## src/rtl/mc6800_bus_pkg.sv

```systemverilog
// Purpose: shared types and constants for the 6800-style peripheral bus cycle generator.
// Latency: n/a (declarations only).
// Backpressure: n/a.
// Contents: bus FSM state enum, user function-code constants, FC qualifier helper.
package mc6800_bus_pkg;

    typedef enum logic [2:0] {
        IDLE    = 3'd0,
        WAIT_CE = 3'd1,
        CE      = 3'd2,
        TERM    = 3'd3,
        HOLD    = 3'd4,
        DRAIN   = 3'd5
    } busState_t;

    localparam logic [1:0] FC_UDATA = 2'b01;
    localparam logic [1:0] FC_UPROG = 2'b10;

    // Only user data / user program accesses are decoded to peripherals.
    function automatic logic isUserFc(input logic [1:0] fc);
        return (fc == FC_UDATA) || (fc == FC_UPROG);
    endfunction

endpackage

```

## src/rtl/e_clock_div.sv

```systemverilog
// Purpose: free-running 6800 E clock divider, reusable for other 6800-family glue.
// Latency: eClk is registered and changes on the same edge as the divCnt value it reflects.
// Backpressure: none; runs continuously regardless of bus activity.
// Ports: sysClk/reset (async, active high); divCnt = 0..CLK_DIV-1 phase counter;
//        eClk high exactly while divCnt >= CLK_DIV/2.
module e_clock_div #(
    parameter int CLK_DIV = 25
) (
    input  logic                       sysClk,
    input  logic                       reset,
    output logic [$clog2(CLK_DIV)-1:0] divCnt,
    output logic                       eClk
);

    localparam int CNT_W = $clog2(CLK_DIV);
    localparam logic [CNT_W-1:0] LAST = CNT_W'(CLK_DIV - 1);
    localparam logic [CNT_W-1:0] HALF = CNT_W'(CLK_DIV / 2);

    logic [CNT_W-1:0] nextCnt;

    assign nextCnt = (divCnt == LAST) ? '0 : divCnt + 1'b1;

    // eClk is computed from the next count so it stays in phase with divCnt.
    always_ff @(posedge sysClk or posedge reset) begin
        if (reset) begin
            divCnt <= '0;
            eClk   <= 1'b0;
        end else begin
            divCnt <= nextCnt;
            eClk   <= (nextCnt >= HALF);
        end
    end

endmodule

```

## src/rtl/mc6800_bus_cycle.sv

```systemverilog
// Purpose: 68030-to-6800 peripheral bus cycle generator with per-device chip enables and 8-bit DSACK.
// Latency: match to nDsack[0] low in at most 2*CLK_DIV+1 sysClk cycles (E-period aligned).
// Backpressure: CPU is held by withholding DSACK; an aborted cycle drains to the end of the E period.
// Ports: sysClk, reset (async, active high); nAS, addr31, cpuFC, addrSel = CPU decode inputs;
//        nDsack ([1] tied 1, [0] active low), eClk, nCE (one-hot-low per device), busy (FSM not idle).
module mc6800_bus_cycle
    import mc6800_bus_pkg::*;
#(
    parameter int CLK_DIV  = 25,
    parameter int CE_START = 8,
    parameter int NUM_DEV  = 2,
    parameter int BASE_SEL = 1
) (
    input  logic               sysClk,
    input  logic               reset,
    input  logic               nAS,
    input  logic               addr31,
    input  logic [1:0]         cpuFC,
    input  logic [2:0]         addrSel,
    output logic [1:0]         nDsack,
    output logic               eClk,
    output logic [NUM_DEV-1:0] nCE,
    output logic               busy
);

    localparam int CNT_W = $clog2(CLK_DIV);
    localparam logic [CNT_W-1:0] CE_CNT   = CNT_W'(CE_START);
    localparam logic [CNT_W-1:0] WRAP_CNT = CNT_W'(CLK_DIV - 1);
    localparam logic [3:0]       SEL_LO   = 4'(BASE_SEL);
    localparam logic [3:0]       SEL_HI   = 4'(BASE_SEL + NUM_DEV);

    if (CLK_DIV < 4) begin : gBadClkDiv
        $error("mc6800_bus_cycle: CLK_DIV must be >= 4");
    end
    if (CE_START >= CLK_DIV / 2) begin : gBadCeStart
        $error("mc6800_bus_cycle: CE_START must be < CLK_DIV/2");
    end
    if (NUM_DEV < 1 || NUM_DEV > 8) begin : gBadNumDev
        $error("mc6800_bus_cycle: NUM_DEV must be 1..8");
    end
    if (BASE_SEL < 0 || BASE_SEL + NUM_DEV > 8) begin : gBadBaseSel
        $error("mc6800_bus_cycle: BASE_SEL+NUM_DEV must be <= 8");
    end

    logic [CNT_W-1:0] divCnt;
    busState_t        state;
    logic [2:0]       devIdx;
    logic [3:0]       selExt;
    logic             match;
    logic             ceOn;

    e_clock_div #(
        .CLK_DIV (CLK_DIV)
    ) uDiv (
        .sysClk (sysClk),
        .reset  (reset),
        .divCnt (divCnt),
        .eClk   (eClk)
    );

    // One extra bit so BASE_SEL+NUM_DEV == 8 compares correctly.
    assign selExt = {1'b0, addrSel};
    assign match  = !nAS && addr31 && isUserFc(cpuFC) &&
                    (selExt >= SEL_LO) && (selExt < SEL_HI);

    always_ff @(posedge sysClk or posedge reset) begin
        if (reset) begin
            state  <= IDLE;
            devIdx <= '0;
        end else begin
            case (state)
                IDLE: begin
                    if (match) begin
                        state  <= WAIT_CE;
                        devIdx <= addrSel - 3'(BASE_SEL);
                    end
                end
                WAIT_CE: begin
                    if (nAS)                   state <= IDLE;
                    else if (divCnt == CE_CNT) state <= CE;
                end
                CE: begin
                    // Once the peripheral is enabled the E period must run to completion.
                    if (nAS)                     state <= DRAIN;
                    else if (divCnt == WRAP_CNT) state <= TERM;
                end
                TERM: begin
                    state <= nAS ? IDLE : HOLD;
                end
                HOLD: begin
                    if (nAS) state <= IDLE;
                end
                DRAIN: begin
                    if (divCnt == WRAP_CNT) state <= IDLE;
                end
                default: state <= IDLE;
            endcase
        end
    end

    // TERM keeps the chip enable one cycle past the E falling edge for data hold.
    assign ceOn = (state == CE) || (state == TERM) || (state == DRAIN);

    always_comb begin
        nCE = '1;
        for (int i = 0; i < NUM_DEV; i++) begin
            if (ceOn && (devIdx == 3'(i))) nCE[i] = 1'b0;
        end
    end

    assign nDsack = {1'b1, !((state == TERM) || (state == HOLD))};
    assign busy   = (state != IDLE);

endmodule

```

## config.mk

```make
export PLATFORM = sky130hd
export DESIGN_NAME = mc6800_bus_cycle
export DESIGN_NICKNAME = d
export VERILOG_FILES = /design/src/rtl/mc6800_bus_pkg.sv /design/src/rtl/e_clock_div.sv /design/src/rtl/mc6800_bus_cycle.sv
export SDC_FILE = /design/constraint.sdc
export NUM_CORES = 1
export LEC_CHECK = 0
export BUFFER_PORTS_ARGS = -buffer_cell sky130_fd_sc_hd__buf_2
export CAP_MARGIN = 0
export CORE_MARGIN = 10
export CORE_UTILIZATION = 35
export CTS_CLUSTER_DIAMETER = 200
export DETAILED_ROUTE_END_ITERATION = 10
export GPL_ROUTABILITY_DRIVEN = 0
export HOLD_SLACK_MARGIN = 0.08
export PLACE_DENSITY = 0.59
export SYNTH_ARGS = -nofsm -noshare
export SYNTH_HDL_FRONTEND = slang
export SYNTH_SLANG_ARGS = --single-unit
export TNS_END_PERCENT = 20
```

## constraint.sdc

```tcl
create_clock -name sysClk -period 3 [get_ports sysClk]
set_input_delay 0.3 -clock sysClk [delete_from_list [all_inputs] [get_ports sysClk]]
set_output_delay 0.3 -clock sysClk [all_outputs]
set_load 0.01 [all_outputs]
```

==> metrics.yaml <==
drt_pre_antenna_iters: 3
synthesis.nets: 98
netlist_area_um2: 797
start_util_pct: 36.4
root_buffer: "clkbuf_4"
avgViaCountPerCell: 4.73
dp_hpwl_um: 1230
drive_gt1_share_pct: 25.8
regToRegEndpoint: "state[0]"
period_share_pct: 60.7
synthCells: 85
fmax_ghz: 0.549
chipHeight_um: 67.7
worstHoldStart: "addrSel[0]"
hold_path_class: "input port to flip-flop"
tns_ps: 0
crit_required_ps: 2700
cts_hold_buf: 1
design.die.area_um2: 4590
antenna_cells: 0
maxCapViolations: 0
rows: 17
cts_tree: "built"
rsz0062_at_grt: "no"
irDropWorstVdd_uv: 260
critPathKind: "flip-flop to primary output"
port_buffers: 13
clock_sink_count: 12
synth_area_per_cell_um2: 9.38
grt_pass1_wl_um: 2530
synth.top_cell.area_share_pct: 37.7
ant_nets: 0
ys.flop_type: "dfrtp_1"
final_cell_area_um2: 905
ys_types: 35
pwr_density_cell_nw_per_um2: 563
slew_violations: 0
drtIter0Drc: 6
grt_pass1_vias: 594
placed_cell_area_um2: 858
end_kind: "primary output"
hold_viol: 0
cp.depth: 4
num_vias: 591
reg2reg_slack_ps: 1370
clk_latency_ps: 270
cpPeakStageDelay_ps: 530
path_clk_slew_ps: 80
coreArea_um2: 2190
die_x_um: 67.7
yosysWarnings: 0
skew_ps: 6.23
htree_levels: 1
ys_async_sr_fraction_pct: 100
synth_area_leaders: "dfrtp_1 38%, ha_1 6.3%, o21ai_0 5.7%"
ys_seq_area_share_pct: 37.7
n_fill_cell: 219
grt_max_degree: 13
grt_overflow_total: 0
cts_made_buffers: 3
post_cts_buffers: 0
arrival_ps: 1520
drcViolationCount: 0
synth_edf_count: 0
synth_top_area_cell: "dfrtp_1"
path_cells: "nand3b_1 > a211oi_1 > nand2_1 > buf_2"
min_to: "devIdx[0]"
hold_depth: 2
outcome: "finished, final reports clean"
r2r_cells: 6
path_delay_family: "flip-flops"
antenna_found_initial: 0
wl_per_cell_um: 12.4
ys_ff_latch: 12
power_uw: 509
syn_to_final_growth_pct: 13.5
fin_crit_ps: 1820
cts-resized-gates: 0
start_kind: "flip-flop"
crit_slowest_cell: "dfrtp_1"
p_leak_uw: 0.000393
critPathMaxFanout: 10
ioPinCount: 15
post-route-util_pct: 41.3
routed_wl_um: 1550
r2r_start: "uDiv.divCnt[0]"
clockBufferDepth: 2
grt.total_usage_pct: 7.15
nNetsFinal: 111
path_buf_inv: 1
setup_viol: 0
[cells in the final DEF (no fill, tap or decap), types with 2 or more instances in the layout]
cell type | netlist | layout
or2_2 | 2 | 2
nand2_1 | 4 | 4
o21ai_0 | 9 | 9
buf_2 | 3 | 13
nor2_1 | 6 | 6
nand3_1 | 3 | 3
xor2_1 | 2 | 2
dfrtp_1 | 12 | 12
inv_1 | 7 | 7
ha_1 | 4 | 4
xnor2_1 | 4 | 4
nand2b_1 | 4 | 4
o21ai_1 | 3 | 3
clkbuf_4 | 0 | 3
[kinds of logic (layout without fill, tap and decap cells)]
logic type | Yosys count | after routing | share of synthesized area [%]
flops | 12 | 12 | 37.7
other cells | 1 | 1 | 0.471
simple gates | 26 | 26 | 18.8
xor+xnor | 6 | 6 | 6.59
fa+ha+maj | 4 | 4 | 6.28
buf+inv | 13 | 25 | 8.16
compound gates | 21 | 21 | 19.3
mux | 2 | 2 | 2.67
[stage by stage]
stage / std cells / setup WS (ps) / hold slack (ps)
detailed placement: 120 / 1380 / 341
global route: 125 / 936 / 261
floorplan: 85 / 1500 / 165
finish: 125 / 1180 / 264
CTS: 125 / 1160 / 256
global placement: 120 / 1410 / 341
[area by class of cell]
cell class / instances / area [µm²] / share of cell area (%)
Tap cell: 28 / 35.0 / 3.87
Timing Repair Buffer: 14 / 75.1 / 8.30
Clock buffer: 4 / 36.3 / 4.01
Sequential cell: 12 / 300 / 33.2
Multi-Input combinational cell: 60 / 432 / 47.7
Inverter: 7 / 26.3 / 2.90
[cells in the mapped netlist (2+ instances only)]
cell type  count
xnor2_1        4
nor2_1         6
o21ai_0        9
or2_2          2
ha_1           4
dfrtp_1       12
xor2_1         2
nand3_1        3
inv_1          7
nand2_1        4
nand2b_1       4
buf_2          3
o21ai_1        3
[worst register-to-register path, stage by stage (launching register included)]
cell      delay [ps]
dfrtp_1          410
inv_1             70
ha_1             200
and4b_2          320
a21oi_4           50
a2111o_1         380
o21ai_1          120
[power by group]
group	switching (µW)	internal (µW)	leakage, µW	total [µW]
clock	53.0	73.7	0.0000210	127
combinational	83.7	73.0	0.000224	157
sequential	32.7	193	0.000149	226
total	169	340	0.000393	509
[registers in the layout (all words and copies together) (netlist names)]
signal	cells
uDiv.eClk	1
uDiv.divCnt	5
state	3
devIdx	3
[worst max path at each step]
stage / start / end
global placement: state[0] / state[1]
detailed placement: uDiv.divCnt[0] / state[0]
finish: state[0] / nCE[1]
global route: state[0] / nCE[0]
CTS: state[0] / nCE[1]
floorplan: state[0] / state[1]
[layer usage]
metal | global-route usage, % | up-vias | share of wire [%]
met5 | 0 | - | 0
met4 | 4.36 | 0 | 0.52
met3 | 2.81 | 2 | 6.3
met2 | 11.6 | 7 | 48
met1 | 7.64 | 268 | 45
li1 | - | 314 | -
Note: power is estimated with default switching activity, not from simulation.
